$ cat src/rtl/uart_xcvr.sv
// rtl/uart_xcvr.sv - parametrised full-duplex UART with internal prescalers, majority-vote RX and RX FIFO
module uart_xcvr #(
    parameter int OVS        = 16,
    parameter int DIV_W      = 12,
    parameter int FIFO_DEPTH = 4
) (
    input  logic             clk,
    input  logic             rst_n,
    input  logic [DIV_W-1:0] baud_div,
    input  logic [1:0]       cfg_len,
    input  logic             cfg_par_en,
    input  logic             cfg_par_even,
    input  logic             cfg_stop2,
    input  logic [7:0]       tx_data,
    input  logic             tx_valid,
    output logic             tx_ready,
    output logic             tx_out,
    input  logic             rx_in,
    output logic [7:0]       rx_data,
    output logic             rx_par_err,
    output logic             rx_frm_err,
    output logic             rx_valid,
    input  logic             rx_ready,
    output logic             rx_ovf,
    input  logic             clr_err
);
    localparam int TKW = $clog2(OVS);
    localparam int AW  = $clog2(FIFO_DEPTH);
    localparam logic [TKW-1:0] TK_LAST = TKW'(OVS - 1);
    localparam logic [TKW-1:0] TK_S0   = TKW'(OVS / 2 - 1);
    localparam logic [TKW-1:0] TK_S1   = TKW'(OVS / 2);
    localparam logic [TKW-1:0] TK_S2   = TKW'(OVS / 2 + 1);

    typedef enum logic [2:0] {S_IDLE, S_START, S_DATA, S_PAR, S_STOP} state_t;

    // ---------------- TX ----------------
    state_t           tx_state, tx_next;
    logic [DIV_W-1:0] tx_cnt;
    logic [TKW-1:0]   tx_tk;
    logic [2:0]       tx_bit, tx_last;
    logic [7:0]       tx_sh, tx_masked;
    logic             tx_par_en, tx_stop2, tx_par;
    logic             tx_tick, tx_bit_end, tx_accept;

    assign tx_ready   = (tx_state == S_IDLE);
    assign tx_accept  = tx_valid && tx_ready;
    assign tx_tick    = (tx_cnt == baud_div);
    assign tx_bit_end = tx_tick && (tx_tk == TK_LAST);
    assign tx_masked  = tx_data & (8'hFF >> (2'd3 - cfg_len));

    always_ff @(posedge clk or negedge rst_n) begin
        if (!rst_n) tx_state <= S_IDLE;
        else        tx_state <= tx_next;
    end

    always_comb begin
        tx_next = tx_state;
        tx_out  = 1'b1;
        case (tx_state)
            S_IDLE:  if (tx_accept) tx_next = S_START;
            S_START: begin
                tx_out = 1'b0;
                if (tx_bit_end) tx_next = S_DATA;
            end
            S_DATA: begin
                tx_out = tx_sh[0];
                if (tx_bit_end && tx_bit == tx_last) tx_next = tx_par_en ? S_PAR : S_STOP;
            end
            S_PAR: begin
                tx_out = tx_par;
                if (tx_bit_end) tx_next = S_STOP;
            end
            S_STOP:  if (tx_bit_end && (tx_bit[0] || !tx_stop2)) tx_next = S_IDLE;
            default: tx_next = S_IDLE;
        endcase
    end

    always_ff @(posedge clk or negedge rst_n) begin
        if (!rst_n) begin
            tx_cnt    <= '0;
            tx_tk     <= '0;
            tx_bit    <= '0;
            tx_last   <= '0;
            tx_sh     <= '0;
            tx_par_en <= 1'b0;
            tx_stop2  <= 1'b0;
            tx_par    <= 1'b0;
        end else if (tx_accept) begin
            tx_cnt    <= '0;
            tx_tk     <= '0;
            tx_bit    <= '0;
            tx_last   <= {1'b0, cfg_len} + 3'd4;
            tx_sh     <= tx_masked;
            tx_par_en <= cfg_par_en;
            tx_stop2  <= cfg_stop2;
            tx_par    <= (^tx_masked) ^ !cfg_par_even;
        end else begin
            tx_cnt <= tx_tick ? '0 : tx_cnt + DIV_W'(1);
            if (tx_tick) tx_tk <= (tx_tk == TK_LAST) ? '0 : tx_tk + TKW'(1);
            if (tx_bit_end) begin
                // tx_bit counts data bits in DATA and stop periods in STOP
                tx_bit <= (tx_next != tx_state) ? 3'd0 : tx_bit + 3'd1;
                if (tx_state == S_DATA) tx_sh <= tx_sh >> 1;
            end
        end
    end

    // ---------------- RX ----------------
    state_t           rx_state, rx_next;
    logic             rx_s1, rx_sync;
    logic [DIV_W-1:0] rx_cnt;
    logic [TKW-1:0]   rx_tk;
    logic [2:0]       rx_bit, rx_last;
    logic [7:0]       rx_sh;
    logic             rx_par_en, rx_par_even, rx_perr, rx_v0, rx_v1, rx_maj;
    logic             rx_tick, rx_decide, rx_bit_end, rx_start, push;

    assign rx_tick    = (rx_cnt == baud_div);
    assign rx_decide  = rx_tick && (rx_tk == TK_S2);
    assign rx_bit_end = rx_tick && (rx_tk == TK_LAST);
    assign rx_maj     = (rx_v0 & rx_v1) | (rx_v0 & rx_sync) | (rx_v1 & rx_sync);
    assign rx_start   = (rx_state == S_IDLE) && !rx_sync;
    assign push       = (rx_state == S_STOP) && rx_decide;

    always_ff @(posedge clk or negedge rst_n) begin
        if (!rst_n) begin
            rx_s1    <= 1'b1;
            rx_sync  <= 1'b1;
            rx_state <= S_IDLE;
        end else begin
            rx_s1    <= rx_in;
            rx_sync  <= rx_s1;
            rx_state <= rx_next;
        end
    end

    always_comb begin
        rx_next = rx_state;
        case (rx_state)
            S_IDLE:  if (rx_start) rx_next = S_START;
            S_START: begin
                if (rx_decide && rx_maj) rx_next = S_IDLE;
                else if (rx_bit_end)     rx_next = S_DATA;
            end
            S_DATA:  if (rx_bit_end && rx_bit == rx_last) rx_next = rx_par_en ? S_PAR : S_STOP;
            S_PAR:   if (rx_bit_end) rx_next = S_STOP;
            // leave STOP early so a back-to-back start edge is not missed
            S_STOP:  if (rx_decide) rx_next = S_IDLE;
            default: rx_next = S_IDLE;
        endcase
    end

    always_ff @(posedge clk or negedge rst_n) begin
        if (!rst_n) begin
            rx_cnt      <= '0;
            rx_tk       <= '0;
            rx_bit      <= '0;
            rx_last     <= '0;
            rx_sh       <= '0;
            rx_par_en   <= 1'b0;
            rx_par_even <= 1'b0;
            rx_perr     <= 1'b0;
            rx_v0       <= 1'b1;
            rx_v1       <= 1'b1;
        end else if (rx_start) begin
            rx_cnt      <= '0;
            rx_tk       <= '0;
            rx_bit      <= '0;
            rx_last     <= {1'b0, cfg_len} + 3'd4;
            rx_sh       <= '0;
            rx_par_en   <= cfg_par_en;
            rx_par_even <= cfg_par_even;
            rx_perr     <= 1'b0;
        end else begin
            rx_cnt <= rx_tick ? '0 : rx_cnt + DIV_W'(1);
            if (rx_tick) rx_tk <= (rx_tk == TK_LAST) ? '0 : rx_tk + TKW'(1);
            if (rx_tick && rx_tk == TK_S0) rx_v0 <= rx_sync;
            if (rx_tick && rx_tk == TK_S1) rx_v1 <= rx_sync;
            if (rx_decide && rx_state == S_DATA) rx_sh[rx_bit] <= rx_maj;
            if (rx_decide && rx_state == S_PAR)  rx_perr <= rx_maj ^ (^rx_sh) ^ !rx_par_even;
            if (rx_bit_end) rx_bit <= (rx_next != rx_state) ? 3'd0 : rx_bit + 3'd1;
        end
    end

    // ---------------- RX FIFO ----------------
    logic [9:0]  mem [FIFO_DEPTH];
    logic [9:0]  head;
    logic [AW:0] wr_ptr, rd_ptr;
    logic        empty, full, pop, wr_en;

    assign empty = (wr_ptr == rd_ptr);
    assign full  = (wr_ptr[AW] != rd_ptr[AW]) && (wr_ptr[AW-1:0] == rd_ptr[AW-1:0]);
    assign pop   = !empty && rx_ready;
    assign wr_en = push && (!full || pop);

    always_ff @(posedge clk) begin
        if (wr_en) mem[wr_ptr[AW-1:0]] <= {rx_sh, rx_perr, !rx_maj};
    end

    always_ff @(posedge clk or negedge rst_n) begin
        if (!rst_n) begin
            wr_ptr <= '0;
            rd_ptr <= '0;
            rx_ovf <= 1'b0;
        end else begin
            if (wr_en) wr_ptr <= wr_ptr + (AW+1)'(1);
            if (pop)   rd_ptr <= rd_ptr + (AW+1)'(1);
            if (push && full && !pop) rx_ovf <= 1'b1;
            else if (clr_err)         rx_ovf <= 1'b0;
        end
    end

    assign head     = empty ? 10'd0 : mem[rd_ptr[AW-1:0]];
    assign rx_data    = head[9:2];
    assign rx_par_err = head[1];
    assign rx_frm_err = head[0];
    assign rx_valid   = !empty;
endmodule

$ cat config.mk
export PLATFORM = sky130hd
export DESIGN_NAME = uart_xcvr
export DESIGN_NICKNAME = d
export VERILOG_FILES = /design/src/rtl/uart_xcvr.sv
export SDC_FILE = /design/constraint.sdc
export NUM_CORES = 1
export LEC_CHECK = 0
export CORE_ASPECT_RATIO = 1.1
export CORE_MARGIN = 4
export CORE_UTILIZATION = 59
export DETAILED_ROUTE_END_ITERATION = 16
export PLACE_DENSITY = 0.84
export REMOVE_ABC_BUFFERS = 1
export SYNTH_ARGS = -nofsm -noshare
export SYNTH_HDL_FRONTEND = slang
export SYNTH_SLANG_ARGS = --single-unit
$ cat constraint.sdc
create_clock -name clk -period 2.9 [get_ports clk]
set_clock_uncertainty 0.2 [all_clocks]
set_input_delay 0.725 -clock clk [delete_from_list [all_inputs] [get_ports clk]]
set_output_delay 0.725 -clock clk [all_outputs]
set_load 0.01 [all_outputs]
==> out/summary.txt, run 1 <==
Outcome -> complete, but fails checks
Failing checks -> setup timing
Initial core utilization -> 61.7%
Worst-path maximum fanout -> 6
Buffers plus inverters on the worst setup path -> 1
Synth Register Bits -> 123
Clk slew on worst S/H paths -> 60 ps
Placeable Area -> 10000 um^2
First-pass GRT wire length -> 23500 um
P&R area growth vs syn -> 27.7%
Vertical die dimension -> 115 um
Commonest non-fill, non-tap cell in the layout -> dfrtp_1
Worst EP arrival -> 2030 ps
Initial DRT Pass Iterations -> 4
Relative slew slack -> 61.4%
H-tree depth -> 4
Row count -> 38
Setup CP Type -> flop to primary output
Port bufs -> 44
Number of global-route vias before repair -> 4818
Clock Root Buffer -> clkbuf_8
Fin. max-slew vios -> 0
Syn. warnings -> 0
Leakage power -> 0.00335 uW
Number of flops mapped to enable cells by yosys -> 40
Final setup vio count -> 3
P per Cell Area -> 755 nW/um^2
Final worst path period need -> 2950 ps
Final number of hold-violating endpoints -> 0
Cell chain of the critical path -> xnor2_2, nand3_2, clkdlybuf4s50_1
Share of cells above drive strength 1 -> 21.0%
Fin crit share -> 102%
Post-DP HPWL -> 9140 um
Bufs on Longest Clock Path -> 2
Starting DRT DRC Count -> 381
Placed inst area -> 7100 um^2
VDD IR max -> 0.000574 V
Worst slack, placed -> -170 ps
Antenna diodes -> 0
Wire per inst -> 17.7 um
Die W -> 106 um
I/O pins -> 45
Clk_lat worst skew -> 520 ps
Layout Nets -> 680
Post-route ant nets -> 0
Vias -> 4499
Register area share after synthesis -> 53.1%
Delay-heaviest family, CP -> buffers and inverters
Worst Slack Setup Final -> -54.7 ps
Total track usage -> 24.8%
Die area -> 12200 um^2
Clock sinks -> 123
WP data required -> 1980 ps
Largest net degree at the start of global routing -> 46
Slew @ Worst Pin -> 578 ps
Fillers -> 589
Max Cap Viol -> 0
Startpoint Class -> flop
CTS tree -> done
Hold crit path type -> flop to flop
Synth Cell Area -> 6190 um^2
Vias per cell -> 5.70
GRT overflow -> 0
Hold Slack -> 155 ps
Syn Area/Cell -> 11.4 um^2
Async set or reset register ratio after synthesis -> 67.5%
Critical path endpoint category -> primary output
Initial antenna violation count -> 0
Routed wire length -> 14000 um
Slowest stage delay, CP -> 530 ps
CTS buffer count -> 17
Max stage delay cell, worst path -> clkdlybuf4s50_1
Mapped Cells -> 541
Residual DRC -> 0
GPL Wtd Cong -> 0.884
RSZ-0062 raised after global routing -> yes
Synth unique cells -> 56
Fin area -> 7900 um^2
Prevailing post-synth register cell -> dfrtp_1
Final setup TNS -> -126 ps
Fmax -> 338 MHz
Most frequent cells in the layout -> 76 x dfrtp_1, 57 x nand2_1, 52 x xnor2_1, 47 x nor2_1, 42 x buf_4
## power breakdown
group          internal [uW]  switching, uW  total [uW]
registers               2000            260        2260
logic                    831            621        1450
clock network           1490            766        2250
total                   4320           1650        5970
## logic make-up after synthesis
logic type	after synthesis	share of synthesized area, %
and+or+nand+nor	219	18.7
DFF	123	53.1
xor gates and xnor gates	75	11.3
AOI/OAI and AO/OA	40	4.11
buffers and inverters	36	2.37
muxes	34	7.60
adders and majority gates	14	2.79
## routing by layer
layer / global-route usage (%) / share of wire, % / up-vias
li1: - / - / 2112
met1: 27.6 / 38 / 2223
met2: 45.4 / 55 / 128
met3: 6.23 / 4.2 / 36
met4: 10.8 / 2.7 / 0
met5: 0 / 0 / -
## cells in the mapped netlist, types with 2 or more instances
master / count / area [um^2]
nand3_1: 12 / 60.1
nand4b_1: 3 / 26.3
nor2b_1: 7 / 43.8
and3b_1: 2 / 17.5
and4_1: 6 / 52.6
nand2b_1: 5 / 31.3
and3_1: 14 / 87.6
and2_1: 15 / 93.8
mux2_2: 3 / 33.8
nand4_1: 21 / 131
ha_1: 13 / 163
o311ai_0: 2 / 17.5
and3_2: 2 / 15.0
mux4_2: 10 / 225
xnor2_2: 4 / 65.1
o211ai_1: 2 / 15.0
a32o_1: 2 / 20.0
xor2_1: 15 / 131
edfxtp_1: 40 / 1200
dfrtp_1: 79 / 1980
dfstp_2: 4 / 105
o21ai_0: 11 / 55.1
o41ai_1: 2 / 17.5
or2_2: 2 / 12.5
nor4_1: 5 / 31.3
or3_1: 2 / 12.5
buf_2: 6 / 30.0
nor2_1: 47 / 176
nor3_1: 7 / 35.0
mux2i_1: 20 / 200
inv_1: 15 / 56.3
xnor2_1: 55 / 482
nor3b_1: 5 / 37.5
nand2_1: 57 / 214
clkbuf_1: 13 / 48.8
a21oi_1: 13 / 65.1
## per-stage QoR
stage / std cells / total power [uW] / util (%)
after floorplan: 520 / 3000 / -
after global placement: 744 / 3480 / 70.8
after detailed placement: 744 / 3560 / 70.8
after CTS: 789 / 5960 / 78.3
after global routing: 789 / 6260 / 78.8
final: 789 / 5970 / 78.8
## flip-flops by register name, indices dropped and copies added (netlist names), 4 cells and up
signal  cells
tx_tk       4
tx_cnt     12
rx_tk       4
mem        40
tx_sh       8
rx_sh       8
rx_cnt     12
## area by class of cell
cell class	count	area [um^2]	area share [%]
timing repair buffer	96	922	11.7
sequential	123	3290	41.6
clock buffer	18	418	5.29
inverter	15	56.3	0.712
multi-input combinational	383	2820	35.7
clock inverter	14	220	2.79
tap	140	175	2.22
## path summary, 6_finish.rpt
check | startpoint | to | slack (ps) | depth (start not counted)
worst max-delay path | wr_ptr[1] | rx_valid | -50 | 3
worst min-delay path | rx_s1 | rx_sync | 160 | 0
worst max register to register | rx_cnt[2] | mem[1][1] | 570 | 6
worst min register to register | rx_s1 | rx_sync | 160 | 0
max in group asynchronous | rst_n | rx_sync | 1300 | 3
min in group asynchronous | rst_n | tx_tk[1] | 510 | 2
## repair_timing
action,CTS,global route
hold buffers,1,0
resized for setup,50,14
hold endpoints to repair,38,0
pin swaps,1,4
setup endpoints to repair,12,13
setup buffers,10,1
cloned,2,0
No activity file was read; power rests on OpenSTA's default activity.
==> run 2: changes to the inputs <==
CTS_CLUSTER_SIZE = 10   (was default)
SLEW_MARGIN = 20   (was default)
==> results of run 2 <==
No change in the layout: final DEF, timing and power equal those of run 1.
